<file path="src/rtl/hazard_scoreboard.sv">
// hazard_scoreboard: shift scoreboard of in-flight destination registers that produces
// the load-use decode stall and the EX forward selects. `define HAZARD_STATS_EN adds stall/flush counters.
module hazard_scoreboard #(
    parameter  int AW         = 5,
    parameter  int FWD_STAGES = 3,
    parameter  int LOAD_STAGE = 1,
    localparam int FSW        = $clog2(FWD_STAGES)
) (
    input  logic           clk,
    input  logic           rst,
    input  logic           id_valid,
    input  logic [AW-1:0]  id_rs1,
    input  logic [AW-1:0]  id_rs2,
    input  logic           id_rs1_used,
    input  logic           id_rs2_used,
    input  logic [AW-1:0]  id_rd,
    input  logic           id_regwrite,
    input  logic           id_memread,
    input  logic           flush,
    output logic           stall,
    output logic [FSW-1:0] fwd_a,
    output logic [FSW-1:0] fwd_b,
`ifdef HAZARD_STATS_EN
    output logic [31:0]    stall_cnt,
    output logic [31:0]    flush_cnt,
`endif
    output logic [AW-1:0]  ex_rd
);
    logic [FWD_STAGES-1:0] sb_valid;
    logic [FWD_STAGES-1:0] sb_regwrite;
    logic [FWD_STAGES-1:0] sb_load;
    logic [AW-1:0]         sb_rd [FWD_STAGES];
    logic [AW-1:0]         ex_rs1;
    logic [AW-1:0]         ex_rs2;
    logic                  ex_rs1_used;
    logic                  ex_rs2_used;
    logic [FWD_STAGES-1:0] producer;
    logic                  load_hit;
    logic                  issue;

    always_comb begin
        producer = '0;
        for (int unsigned k = 0; k < FWD_STAGES; k++)
            producer[k] = sb_valid[k] && sb_regwrite[k] && (sb_rd[k] != '0);
    end

    // A load still younger than LOAD_STAGE cannot reach EX in time for its consumer.
    always_comb begin
        load_hit = 1'b0;
        for (int unsigned k = 0; k < LOAD_STAGE; k++) begin
            if (producer[k] && sb_load[k] &&
                ((id_rs1_used && sb_rd[k] == id_rs1) || (id_rs2_used && sb_rd[k] == id_rs2)))
                load_hit = 1'b1;
        end
    end

    assign stall = rst && id_valid && !flush && load_hit;
    assign issue = id_valid && !stall && !flush;

    // Scan oldest to youngest so the youngest matching producer is the one left selected.
    always_comb begin
        fwd_a = '0;
        fwd_b = '0;
        for (int unsigned k = FWD_STAGES - 1; k >= 1; k--) begin
            if (producer[k] && sb_rd[k] == ex_rs1) fwd_a = FSW'(k);
            if (producer[k] && sb_rd[k] == ex_rs2) fwd_b = FSW'(k);
        end
        if (!ex_rs1_used) fwd_a = '0;
        if (!ex_rs2_used) fwd_b = '0;
    end

    assign ex_rd = (sb_valid[0] && sb_regwrite[0]) ? sb_rd[0] : '0;

    always_ff @(posedge clk or negedge rst) begin
        if (!rst) begin
            sb_valid    <= '0;
            sb_regwrite <= '0;
            sb_load     <= '0;
            for (int unsigned k = 0; k < FWD_STAGES; k++)
                sb_rd[k] <= '0;
            ex_rs1      <= '0;
            ex_rs2      <= '0;
            ex_rs1_used <= 1'b0;
            ex_rs2_used <= 1'b0;
        end else begin
            sb_valid    <= {sb_valid[FWD_STAGES-2:0], issue};
            sb_regwrite <= {sb_regwrite[FWD_STAGES-2:0], issue && id_regwrite};
            sb_load     <= {sb_load[FWD_STAGES-2:0], issue && id_memread};
            for (int unsigned k = FWD_STAGES - 1; k >= 1; k--)
                sb_rd[k] <= sb_rd[k-1];
            sb_rd[0]    <= issue ? id_rd : '0;
            ex_rs1      <= issue ? id_rs1 : '0;
            ex_rs2      <= issue ? id_rs2 : '0;
            ex_rs1_used <= issue && id_rs1_used;
            ex_rs2_used <= issue && id_rs2_used;
        end
    end

`ifdef HAZARD_STATS_EN
    always_ff @(posedge clk or negedge rst) begin
        if (!rst) begin
            stall_cnt <= '0;
            flush_cnt <= '0;
        end else begin
            if (stall && stall_cnt != '1) stall_cnt <= stall_cnt + 32'd1;
            if (flush && flush_cnt != '1) flush_cnt <= flush_cnt + 32'd1;
        end
    end
`endif

endmodule

</file>
<file path="config.mk">
export PLATFORM = sky130hd
export DESIGN_NAME = hazard_scoreboard
export DESIGN_NICKNAME = d
export VERILOG_FILES = /design/src/rtl/hazard_scoreboard.sv
export SDC_FILE = /design/constraint.sdc
export NUM_CORES = 1
export LEC_CHECK = 0
export CORE_ASPECT_RATIO = 0.5
export CORE_MARGIN = 4
export CORE_UTILIZATION = 53
export DETAILED_ROUTE_END_ITERATION = 16
export PLACE_DENSITY = 0.83
export SYNTH_ARGS = -nofsm -noshare
export SYNTH_HDL_FRONTEND = slang
export SYNTH_SLANG_ARGS = --single-unit
</file>
<file path="constraint.sdc">
create_clock -name clk -period 2.4 [get_ports clk]
set_clock_uncertainty 0.15 [all_clocks]
set_input_delay 0.24 -clock clk [delete_from_list [all_inputs] [get_ports clk]]
set_output_delay 0.24 -clock clk [all_outputs]
set_load 0.03 [all_outputs]
</file>
==> results.md, run 1 <==
- Status: completed
- Deepest clock path buffer count: 2
- Crit Path Category: reg2out
- Worst Hold Class: in2async
- Worst path cell trace: or4_1 > o211ai_2 > nor4_1 > and2_2 > clkdlybuf4s15_2
- Core Region: around 2700 um^2
- Rows: 13
- Slew Limit Fails: 0
- CP max FO: 2
- Initial antenna violation count: 0
- Fillers: 180
- Syn Area/Cell: 10.8 um^2
- Max rail drop VDD: around 0.35 mV
- Clock power share: 0.409
- Commonest cells post-synth: 34 x dfrtp_1, 22 x nand2_1, 19 x a21oi_1
- FF/Latch Area: around 850 um^2
- Initial DRC Count: 59
- Max Cap Violations: 0
- Residual DRC: 0
- Seq cells post-synth: 34
- Fin crit period: 2330 ps
- H-tree depth: 2
- Synth Instances: approximately 140
- CTS Buf Count: 5
- # setup viols final: 0
- Final WL: 3280 um
- CP top delay family: simple AND/OR/NAND/NOR gates
- Distinct cells, synth: 22
- Power Density: 631 nW/um^2
- WP data required: between 2000 and 2500 ps
- Max_slew headroom: 0.731
- Ys flop type: dfrtp_1
- Switching power: ~270 uW
- CP startpoint kind: flop
- Slew @ Worst Pin: 404 ps
- DIE AREA: 3860 um^2
- Bufs and invs on worst path: 1
- Largest net degree at the start of global routing: 35
- Detail Route Antenna Nets: 0
- Most Crowded Layer GR: met2
- Layout overhead on the synthesized area: 31.8%
- Final Hold Fails: 0
- Vias in the first global route: between 1000 and 1500
- Reg-to-reg startpoint: sb_rd[11]
- Total grt overflow: 0
- Placer Congestion: ~0.9
- Per-cell routed wire length: 15.0 um
- Critical path arrival: just under 2000 ps
- Synthesized area: ~1500 um^2
- Register area share after synthesis: 0.556
- DIE HEIGHT: around 46 um
- Yosys warning count: 0
- Die extent in x: ~84 um
- Sequential Power Share: 0.487
- Worst-path clk slew: 70 ps
- EDFF count, synth: 0
- First-pass GRT wire length: around 5500 um
- Comb power frac: 0.104
- Number of vias per cell: around 5
- M3 GR Usage: 0.0415
- Ys async rst share: 1.00
- Total track usage: 0.196
- Dpl cells: 212
- Critical Path Sink Type: primary output
- GRT met1 Usage: 0.237
- Port Buffers: 32
- Pre-antenna DRT Iters: 4
- Vias: 1121
- Peak Freq: about 430 MHz
- Fin cells: 219
- Clk sinks: 34
- Hold Buf Count CTS: 0
- N_diodes: 0
- Critical Path Source: sb_rd[6]
- Delay of the slowest critical-path stage: 540 ps
- Fraction of layout cells with a size suffix above 1: 0.132
- Root buf cell: clkbuf_8
- Post-CTS Setup Inserts: 0
- Top post-synthesis cells by area: dfrtp_1 56%, xnor2_1 10%, xor2_1 6.9%
- Top cell type's share of synthesized area: 0.556
- Part of the cycle the worst path needs: 0.969
- CP max stage cell: or4_1
- Boundary Pins: 33
- RSZ-0062 raised after global routing: no
- DP HPWL: between 2000 and 2500 um
- Met2 Track Usage GR: 0.340
- Switching power as a share of total power: 0.213
- Worst-skew pair later-pin latency: 280 ps
- Initial Util: 0.574
- Top-count cell post-synth: dfrtp_1
- CTS tree: yes
- Fin nets: 205
- Static Leak: roughly 0.95 nW
- Internal Power: 1.00 mW
- Setup TNS: 0 ps
- Multi-input gate area: between 600 and 700 um^2
- Top cell type by total area after synthesis: dfrtp_1
- Synthesized net count: 165
## per-stage QoR
| step | cell area, um^2 | utilization | total power [mW] | hold slack, ps | worst slack [ps] |
|---|---|---|---|---|---|
| 2_1_floorplan | 1530 | - | 0.687 | -206 | 135 |
| 3_3_place_gp | 1910 | 0.715 | 0.757 | 266 | 91.6 |
| 3_5_place_dp | 1910 | 0.715 | 0.762 | 270 | 74.6 |
| 4_1_cts | 2020 | 0.758 | 1.28 | 246 | 0.728 |
| 5_1_grt | 2020 | 0.756 | 1.32 | 279 | 14.2 |
| 6_report | 2020 | 0.756 | 1.27 | 241 | 74.9 |
## worst paths after layout
kind / to / slack, ps / cells past startpoint
setup / recovery: fwd_b[0] / 70 / 5
min in group clk: sb_regwrite[2] / 290 / 0
hold / removal: sb_rd[14] / 240 / 2
max in group asynchronous: sb_valid[2] / 1560 / 2
hold reg to reg: sb_regwrite[2] / 290 / 0
setup reg to reg: ex_rs2_used / 580 / 5
## sequential cells by signal (all words and copies together) (netlist names)
signal / count
ex_rs2_used: 1
ex_rs1_used: 1
ex_rs1: 5
sb_valid: 3
sb_load: 1
sb_regwrite: 3
sb_rd: 15
ex_rs2: 5
## kinds of logic (layout without fill, tap and decap cells)
family / Yosys count / after routing / synth area share
AOI/OAI and AO/OA: 23 / 23 / 0.0867
xor gates and xnor gates: 30 / 30 / 0.172
buffers and inverters: 6 / 46 / 0.0253
DFF: 34 / 34 / 0.556
and+or+nand+nor: 49 / 49 / 0.160
## cells in the final DEF (no fill, tap or decap), drive strengths merged
cell type / count
clkdlybuf4s15: 1
o22ai: 1
and3: 5
a21oi: 19
dfrtp: 34
clkbuf: 7
nor2: 1
xor2: 12
bufinv: 1
nor3: 3
o211ai: 2
clkdlybuf4s50: 27
buf: 10
nor4: 4
a21boi: 1
nand2: 22
xnor2: 18
or4: 3
nor2b: 1
nand4: 2
nand3: 5
and2: 3
## per-layer routing
metal,vias up,part of all wire
met5,-,0
met4,0,0.022
met3,9,0.046
met2,32,0.49
met1,517,0.44
li1,563,-
## power by group through the flow
stage | Combinational [mW] | Clock, mW | Sequential, mW
floorplan | 0.0626 | 0 | 0.624
global placement | 0.129 | 0 | 0.628
CTS | 0.134 | 0.530 | 0.619
global route | 0.147 | 0.552 | 0.622
finish | 0.133 | 0.520 | 0.619
detailed placement | 0.132 | 0 | 0.629
## repair_timing
action                     4_1_cts  5_1_grt
gates cloned                     0        0
setup endpoints to repair        2        1
gates resized for setup          5        1
## cell type report
type                       count  area share
clock buffer                   6      0.0409
clock inverter                 1      0.0149
multi-input combinational    102       0.320
sequential                    34       0.422
tap                           37      0.0230
timing repair buffer          39       0.179
(Power assumes the default switching activity.)
==> inputs of run 2 (changes only) <==
--- a/config.mk
+++ b/config.mk
@@ -9,6 +9,7 @@
 export CORE_MARGIN = 4
 export CORE_UTILIZATION = 53
 export DETAILED_ROUTE_END_ITERATION = 16
+export GPL_ROUTABILITY_DRIVEN = 1
 export PLACE_DENSITY = 0.83
 export SYNTH_ARGS = -nofsm -noshare
 export SYNTH_HDL_FRONTEND = slang
==> results of run 2 <==
Same layout as run 1: the final DEF is identical, and so are final timing and power.
